File: src/rtl/chf_cart_loader.sv
`timescale 1ns/1ps
// chf_cart_loader
//   Bridges the hps_io ioctl download port to chf_core's cartridge RAM.
//   Each accepted ROM byte becomes one req/ack write to cart RAM, and
//   hps_io is stalled with ioctl_wait until that write is acknowledged.
//   The core is held in reset while a load is running and for POST_HOLD
//   cycles after it ends. Once the load has finished, the loaded size and
//   the mirror mask for the cart decoder are published.
//
// Ports
//   clk, reset        system clock, asynchronous active-high reset
//   ioctl_download    download window from hps_io
//   ioctl_index       download target; CART_INDEX selects a cart load
//   ioctl_wr          1-cycle byte strobe
//   ioctl_addr        byte offset in the file
//   ioctl_dout        byte data
//   ioctl_wait        stalls hps_io while a RAM write is outstanding
//   mem_req           cart RAM write request, held until mem_ack
//   mem_addr, mem_din write address/data, stable while mem_req is high
//   mem_ack           1-cycle accept that completes the current request
//   cart_size         bytes loaded (highest accepted offset + 1)
//   cart_mask         mirror mask for cart address decode
//   cart_valid        cart image present and usable
//   core_reset        reset request to chf_core
//
// Handshake: mem_req rises on the clock edge after ioctl_wr. While mem_req
// is high, mem_addr and mem_din stay constant. The request completes on the
// first cycle where mem_ack is high, and mem_req/ioctl_wait drop on the
// following edge. mem_ack has no effect while no request is outstanding.
module chf_cart_loader #(
    parameter int                ADDR_W     = 16,
    parameter logic [7:0]        CART_INDEX = 8'd1,
    parameter int                POST_HOLD  = 16,
    parameter logic [ADDR_W-1:0] MIN_MASK   = ADDR_W'(16'h07FF)
) (
    input  logic              clk,
    input  logic              reset,
    input  logic              ioctl_download,
    input  logic [7:0]        ioctl_index,
    input  logic              ioctl_wr,
    input  logic [24:0]       ioctl_addr,
    input  logic [7:0]        ioctl_dout,
    output logic              ioctl_wait,
    output logic              mem_req,
    output logic [ADDR_W-1:0] mem_addr,
    output logic [7:0]        mem_din,
    input  logic              mem_ack,
    output logic [ADDR_W:0]   cart_size,
    output logic [ADDR_W-1:0] cart_mask,
    output logic              cart_valid,
    output logic              core_reset
);

    typedef enum logic [1:0] {IDLE, LOAD, WRITE, HOLD} state_t;

    localparam logic [ADDR_W:0]   SIZE_FULL = {1'b1, {ADDR_W{1'b0}}};
    localparam logic [ADDR_W-1:0] ONE_A     = {{(ADDR_W-1){1'b0}}, 1'b1};
    localparam logic [15:0]       HOLD_LAST = 16'(POST_HOLD - 1);

    state_t            state, state_nxt;
    logic              dl_q;
    logic              end_pend;     // download ended while a write was outstanding
    logic [15:0]       hold_cnt;
    logic              dl_rise, dl_fall, start;
    logic              in_range;
    logic [ADDR_W:0]   wr_size;
    logic [ADDR_W-1:0] smear;
    logic [ADDR_W-1:0] mask_calc;

    assign dl_rise  = ioctl_download & ~dl_q;
    assign dl_fall  = ~ioctl_download & dl_q;
    assign start    = dl_rise && (ioctl_index == CART_INDEX);
    assign in_range = (ioctl_addr >> ADDR_W) == 25'd0;
    assign wr_size  = {1'b0, ioctl_addr[ADDR_W-1:0]} + {1'b0, ONE_A};

    // Mirror mask: the next power of two at or above cart_size, minus one,
    // and never below MIN_MASK. When cart_size is 2^ADDR_W, the low bits are
    // zero, so the subtraction wraps to all ones. That is the correct mask.
    always_comb begin
        smear = cart_size[ADDR_W-1:0] - ONE_A;
        for (int i = 0; i < ADDR_W; i++) begin
            smear = smear | (smear >> 1);
        end
        if (cart_size == '0) begin
            mask_calc = MIN_MASK;
        end else begin
            mask_calc = (smear > MIN_MASK) ? smear : MIN_MASK;
        end
    end

    // State register
    always_ff @(posedge clk or posedge reset) begin
        if (reset) begin
            state <= IDLE;
        end else begin
            state <= state_nxt;
        end
    end

    // Next-state logic
    always_comb begin
        state_nxt = state;
        case (state)
            IDLE:  if (start) state_nxt = LOAD;
            LOAD: begin
                if (dl_fall) begin
                    state_nxt = HOLD;
                end else if (ioctl_wr && in_range) begin
                    state_nxt = WRITE;
                end
            end
            WRITE: if (mem_ack) state_nxt = (end_pend || dl_fall) ? HOLD : LOAD;
            HOLD: begin
                if (start) begin
                    state_nxt = LOAD;
                end else if (hold_cnt == HOLD_LAST) begin
                    state_nxt = IDLE;
                end
            end
            default: state_nxt = IDLE;
        endcase
    end

    // Outputs: a write is outstanding exactly while in WRITE
    always_comb begin
        mem_req    = (state == WRITE);
        ioctl_wait = (state == WRITE);
    end

    // Datapath registers
    always_ff @(posedge clk or posedge reset) begin
        if (reset) begin
            dl_q       <= 1'b0;
            end_pend   <= 1'b0;
            hold_cnt   <= '0;
            mem_addr   <= '0;
            mem_din    <= '0;
            cart_size  <= '0;
            cart_mask  <= '0;
            cart_valid <= 1'b0;
            core_reset <= 1'b0;
        end else begin
            dl_q <= ioctl_download;

            if (state_nxt == LOAD && (state == IDLE || state == HOLD)) begin
                cart_size  <= '0;
                cart_valid <= 1'b0;
                core_reset <= 1'b1;
                end_pend   <= 1'b0;
            end

            if (state == LOAD && !dl_fall && ioctl_wr) begin
                if (in_range) begin
                    mem_addr <= ioctl_addr[ADDR_W-1:0];
                    mem_din  <= ioctl_dout;
                    if (wr_size > cart_size) cart_size <= wr_size;
                end else begin
                    cart_size <= SIZE_FULL;
                end
            end

            if (state == WRITE && dl_fall) end_pend <= 1'b1;

            if (state != HOLD && state_nxt == HOLD) begin
                hold_cnt  <= '0;
                cart_mask <= mask_calc;
                end_pend  <= 1'b0;
            end else if (state == HOLD) begin
                hold_cnt <= hold_cnt + 16'd1;
                if (state_nxt == IDLE) begin
                    core_reset <= 1'b0;
                    cart_valid <= (cart_size != '0);
                end
            end
        end
    end

endmodule
File: config.mk
export PLATFORM = sky130hd
export DESIGN_NAME = chf_cart_loader
export DESIGN_NICKNAME = d
export VERILOG_FILES = /design/src/rtl/chf_cart_loader.sv
export SDC_FILE = /design/constraint.sdc
export NUM_CORES = 1
export LEC_CHECK = 0
export CELL_PAD_IN_SITES_DETAIL_PLACEMENT = 0
export CELL_PAD_IN_SITES_GLOBAL_PLACEMENT = 1
export CORE_AREA = 2 2 117 119
export DETAILED_ROUTE_END_ITERATION = 8
export DIE_AREA = 0 0 119 121
export GPL_TIMING_DRIVEN = 0
export PLACE_DENSITY_LB_ADDON = 0.1
export SYNTH_ARGS = -nofsm -noshare
export SYNTH_HDL_FRONTEND = slang
export SYNTH_SLANG_ARGS = --single-unit
File: constraint.sdc
create_clock -name clk -period 2.7 [get_ports clk]
set_input_delay 0.405 -clock clk [delete_from_list [all_inputs] [get_ports clk]]
set_output_delay 0.405 -clock clk [all_outputs]
set_load 0.1 [all_outputs]
== Yosys cells after proc, flatten, opt, wreduce, memory -nomap -nowiden ==
Cells that the tools add are included.
Word-level totals
  register bits: 79
  output and inout bits: 61
  word-level logic and storage cells: 88
Cells by class
  add/subtract/negate cells: 3
  order comparisons: 2
  equality and inequality tests: 8
  mux-type cells: 27
  bitwise gates (word level): 20
  reductions and logical operators: 18
Operators by type and width (count)
  $or A16 B15 Y16: 16
  $mux W17: 4
  $mux W16: 4
  $logic_not A25 Y1: 1
  $add A16 B1 Y17 const B: 1
  $gt A17 B17 Y1: 1
  $logic_not A17 Y1: 1
  $reduce_bool A17 Y1: 1
  $add A16 B1 Y16 const B: 1
  $eq A16 B4 Y1 const B: 1
  $gt A16 B11 Y1 const B: 1
  $sub A16 B1 Y16 const B: 1
  $mux W2: 7
  $mux W1: 11
  $eq A8 B1 Y1 const B: 1
  $pmux W2 S4: 1
  $logic_and A1 B1 Y1: 7
  $eq A2 B2 Y1 const B: 3
  $eq A2 B1 Y1 const B: 2
  $logic_not A2 Y1: 2
  $reduce_bool A3 Y1: 1
  $and A1 B1 Y1: 2
  $logic_or A1 B1 Y1: 2
  $ne A2 B2 Y1 const B: 1
  other kinds (4): 5

== Longest topological paths before layout ==
  depth in word-level cells: 20
  mapped depth: 15
  depth with buffers taken out: 14

== Least setup slack after synthesis ==
Ideal clock, no wire load.
  kind: register -> register
  start: register state[0]
  end: register cart_mask[11]
  arrival: 3.214 ns
  data required time: 2.575 ns
  path slack: -0.640 ns
  cell stages (with the launch flop): 9
  buffers on the path: 1
  cell sequence: dfrtp_1 > inv_1 > ha_1 > a21oi_1 > o311ai_0 > nor3_2 > nor3_1 > buf_2 > mux2_2
On the way
  elaborated cells between the ends (all ways): 14
  those cells by class: 5 x eq/ne; 7 x mux; 2 x reduce/logical
RTL lines
  start: declaration: RTL line 60  | state_t state, state_nxt;
  start signal: assignment: RTL line 96  | state <= state_nxt;
  $eq A2 B2 Y1
  net ioctl_wait: RTL line 43  | output logic ioctl_wait,
  $pmux W2 S4: RTL line 103  | case (state)
  $eq A2 B2 Y1: RTL line 164  | if (state != HOLD && state_nxt == HOLD) begin
  $logic_and A1 B1 Y1: RTL line 164
  end signal: assignment: RTL line 166  | cart_mask <= mask_calc;
  end: declaration: RTL line 49  | output logic [ADDR_W-1:0] cart_mask,
The timed path passes the listed nets, and every way through them passes these cells.
A chain may end at the register's enable or synchronous reset.

== Worst setup path after layout ==
  start: input ioctl_addr[6]
  end: register cart_size[7]
On the way
  cells in the longest elaborated chain, start to end: 5
RTL lines
  start: declaration: RTL line 41  | input logic [24:0] ioctl_addr,
  $add A16 B1 Y17 (*): RTL line 74  | assign wr_size = {1'b0, ioctl_addr[ADDR_W-1:0]} + {1'b0, ONE_A};
  $gt A17 B17 Y1: RTL line 156  | if (wr_size > cart_size) cart_size <= wr_size;
  $mux W17 (*): RTL line 156
  $mux W17 (*): RTL line 153  | if (in_range) begin
  $mux W17 (*): RTL line 152  | if (state == LOAD && !dl_fall && ioctl_wr) begin
  end signal: assignment: RTL line 156
  end: declaration: RTL line 48  | output logic [ADDR_W:0] cart_size,
Mark *: on every way between the ends. The rest lies on a longest branch, timed or not.

==> flow_summary.yaml <==
outcome:
  status: "complete, but fails checks"
  violations: "setup timing"
global_routing:
  grt_max_degree: 56
  track_usage_pct: 17.2
  grt-ovfl-total: 0
  antenna_found_initial: 0
  grt_pass1_vias: 3755
  grt_pass1_wl_mm: 19.6
synthesis:
  synth_cells: 431
  yosysWarnings: 0
  postSynth.asyncResetShare_pct: 100
  synth-seq-cells: 79
  ys_seq_area_share_pct: 44.2
  synth.distinct_cells: 55
  synth_ff_type: "dfrtp_1"
  syn_avg_cell_area_um2: 10.4
  syn_area_um2: 4470
  syn-num-nets: 501
  synth-edff-count: 0
clocking:
  h-tree-depth: 3
  cts_buffers: 9
  cts_root_buf: "clkbuf_16"
  postCtsHoldBufs: 0
  clock_latency_ns: 0.35
  path_clk_slew_ns: 0.06
  cts_sinks: 79
  clock_path_buffers: 2
  cts_tree: "yes"
cells_and_area:
  finalNetCount: 649
  final_util_pct: 51.4
  drive_above_1_share_pct: 32.5
  n_fill_cell: 1167
  antenna_cells: 0
  fin_cells: 760
  area_growth_pct: 50.5
job:
  maxCapViolCount: 0
pwr:
  power.leakage_nw: 2.82
  ir_drop_mv: 0.568
  powerDensity_nw_per_um2: 701
timing:
  rsz0062_at_grt: "yes"
  timing.fmax_ghz: 0.369
  fin_ws_ns: -0.0125
  tightest_slew_ns: 1.00
  finalHoldViolations: 0
  setup_viol: 3
  slew_headroom_pct: 32.9
  finClkSkew_ns: 0.00776
  maxSlewViolCount: 0
  fin_crit_sh_pct: 100
  min_period_ns: 2.71
critical_path:
  critPathArrivalTime_ns: 2.98
  critPathLaunchType: "input pin"
  worstRegToRegCells: 9
  crit_fanout: 5
  r2r_end: "cart_size[7]"
  worst-setup-path-type: "input pin to flip-flop"
  endpoint_kind: "flip-flop"
  r2r_start: "hold_cnt[13]"
  reg2reg_slack_ns: 0.15
  worstPathRequired_ns: 2.97
detailed_routing:
  drt-total-wl_mm: 11.7
  drt_iter0_markers: 132
  vias_per_cell: 5.01
  drc_errors: 0
  antenna_left: 0
  routedWlPerCell_um: 15.4
  first_pass_iters: 4
  vias: 3809
hold_path:
  min_path_cells: 2
  worstHoldStart: "ioctl_addr[0]"
  holdCritPathClass: "input pin to flip-flop"
  min_to: "cart_size[0]"
floorplan:
  core_um2: 13100
  start_util_pct: 34.2
  rows: 42
  num_io_pins: 107
  die_y_um: 121
  die_area_um2: 14400
  fp.dieW_um: 119
placement:
  place_congestion: 0.799
  io_buffer_count: 106
  hpwl_mm: 8.41
  dp_cells: 714
[final cells by class]
| type | count | area, um2 | share of cell area [%] |
|---|---|---|---|
| Buffer | 10 | 66.3 | 0.985 |
| Clock buffer | 10 | 239 | 3.55 |
| Clock inverter | 6 | 67.6 | 1.00 |
| Inverter | 45 | 176 | 2.62 |
| Multi-Input combinational cell | 297 | 2650 | 39.3 |
| Sequential cell | 79 | 1990 | 29.5 |
| Tap cell | 176 | 220 | 3.27 |
| Timing Repair Buffer | 137 | 1330 | 19.7 |
[what timing repair did]
action,CTS,global route
endpoints found under the setup margin,62,60
gates cloned,1,0
gates resized for setup,84,37
pin swaps,21,24
buffers inserted,21,9
[kinds of logic (layout without fill, tap and decap cells)]
logic type / after synthesis / after routing / synth area share [%]
xor+xnor: 20 / 20 / 3.92
simple gates: 132 / 132 / 17.1
buf+inv: 55 / 208 / 5.06
flops: 79 / 79 / 44.2
mux: 30 / 30 / 7.52
fa+ha+maj: 24 / 24 / 6.71
compound gates: 91 / 91 / 15.5
[layout by cell type (no fill, tap or decap), types with 4 or more instances in the layout]
master,count
o211ai_1,4
buf_2,6
inv_2,5
and3_1,4
o2bb2ai_2,15
a21oi_1,14
o311ai_0,5
o21ai_0,28
clkdlybuf4s50_1,90
ha_4,6
nand3_1,11
clkbuf_16,9
buf_6,6
dfrtp_2,7
or2_2,14
nor4_4,4
nor2_1,13
xor2_1,6
dfrtp_1,72
buf_4,28
nor3_4,4
nand2_1,27
or3_1,9
xnor2_2,5
xnor2_1,6
ha_1,17
nand4_1,9
mux2_2,29
nor3_1,5
clkbuf_2,5
inv_1,37
[state kept, by name, summed over array words and instances (netlist names)]
| name | flops |
|---|---|
| mem_din | 8 |
| hold_cnt | 16 |
| state | 2 |
| end_pend | 1 |
| mem_addr | 16 |
| cart_valid | 1 |
| core_reset | 1 |
| cart_size | 17 |
| cart_mask | 16 |
| dl_q | 1 |
[per-stage QoR]
step	hold WS (ns)	cell area, um2	setup WS, ns	total power [mW]	TNS [ns]
detailed placement	0.451	5900	-1.29	3.16	-39.43
CTS	0.289	6550	-0.0278	4.72	-0.194
finish	0.258	6730	-0.0125	4.72	-0.0190
global route	0.247	6730	-0.146	4.99	-2.15
global placement	0.451	5870	-1.48	3.14	-134.29
floorplan	0.436	4590	-0.0314	2.70	-0.290
[cells in the mapped netlist, types with 2 or more instances]
cell | count | share of area [%]
nor2b_1 | 3 | 0.42
nor4_1 | 5 | 0.70
nand3b_1 | 3 | 0.50
inv_1 | 44 | 3.7
a211oi_1 | 3 | 0.50
clkbuf_1 | 3 | 0.25
xnor2_1 | 12 | 2.3
and4_1 | 2 | 0.39
o31ai_1 | 2 | 0.34
and3_1 | 7 | 0.98
buf_2 | 5 | 0.56
a21oi_1 | 15 | 1.7
o311ai_0 | 6 | 1.2
o211ai_1 | 4 | 0.67
dfrtp_1 | 79 | 44
nand3_1 | 14 | 1.6
nor4_4 | 2 | 0.95
a22oi_1 | 2 | 0.34
mux2_2 | 29 | 7.3
nor4b_1 | 2 | 0.39
nand2_1 | 27 | 2.3
and2_1 | 2 | 0.28
or4_1 | 3 | 0.50
nand4_1 | 9 | 1.3
a22o_1 | 2 | 0.39
nor3_1 | 7 | 0.78
o2bb2ai_1 | 6 | 1.2
xor2_1 | 8 | 1.6
ha_1 | 24 | 6.7
o2bb2ai_2 | 10 | 3.4
o21ai_0 | 30 | 3.4
or2_2 | 14 | 2.0
or3_1 | 9 | 1.3
nor2_1 | 17 | 1.4
[worst max-delay path by stage]
stage | start | to | slack, ns
3_5_place_dp | ioctl_addr[0] | cart_size[7] | -1.29
6_report | ioctl_addr[6] | cart_size[7] | -0.01
5_1_grt | ioctl_addr[6] | cart_size[6] | -0.15
2_1_floorplan | ioctl_addr[0] | cart_size[13] | -0.03
4_1_cts | ioctl_addr[6] | cart_size[6] | -0.03
3_3_place_gp | reset | cart_size[6] | -1.48
[worst max-delay path, stage by stage]
cell and delay (ns):
buf_8 0.07, and3_4 0.19, and3_4 0.22, nand3_4 0.13, nor2_4 0.13, xnor2_2 0.15, inv_2 0.08, ha_4 0.24
buf_4 0.13, a21oi_2 0.11, o221ai_1 0.13, nor2_1 0.18, a211oi_2 0.12, a211oi_4 0.38, buf_6 0.20, o2bb2ai_2 0.11
[routing by layer]
metal	track usage, %	routed length (um)
met3	4.18	598
met4	6.03	199
met5	0	0
met1	23.5	5620
met2	26.8	5290
[where the power goes]
group	internal (mW)	switching, mW
Sequential	1.33	0.115
Combinational	0.740	1.26
Clock	0.747	0.533
Power figures use the tool's default switching activity.
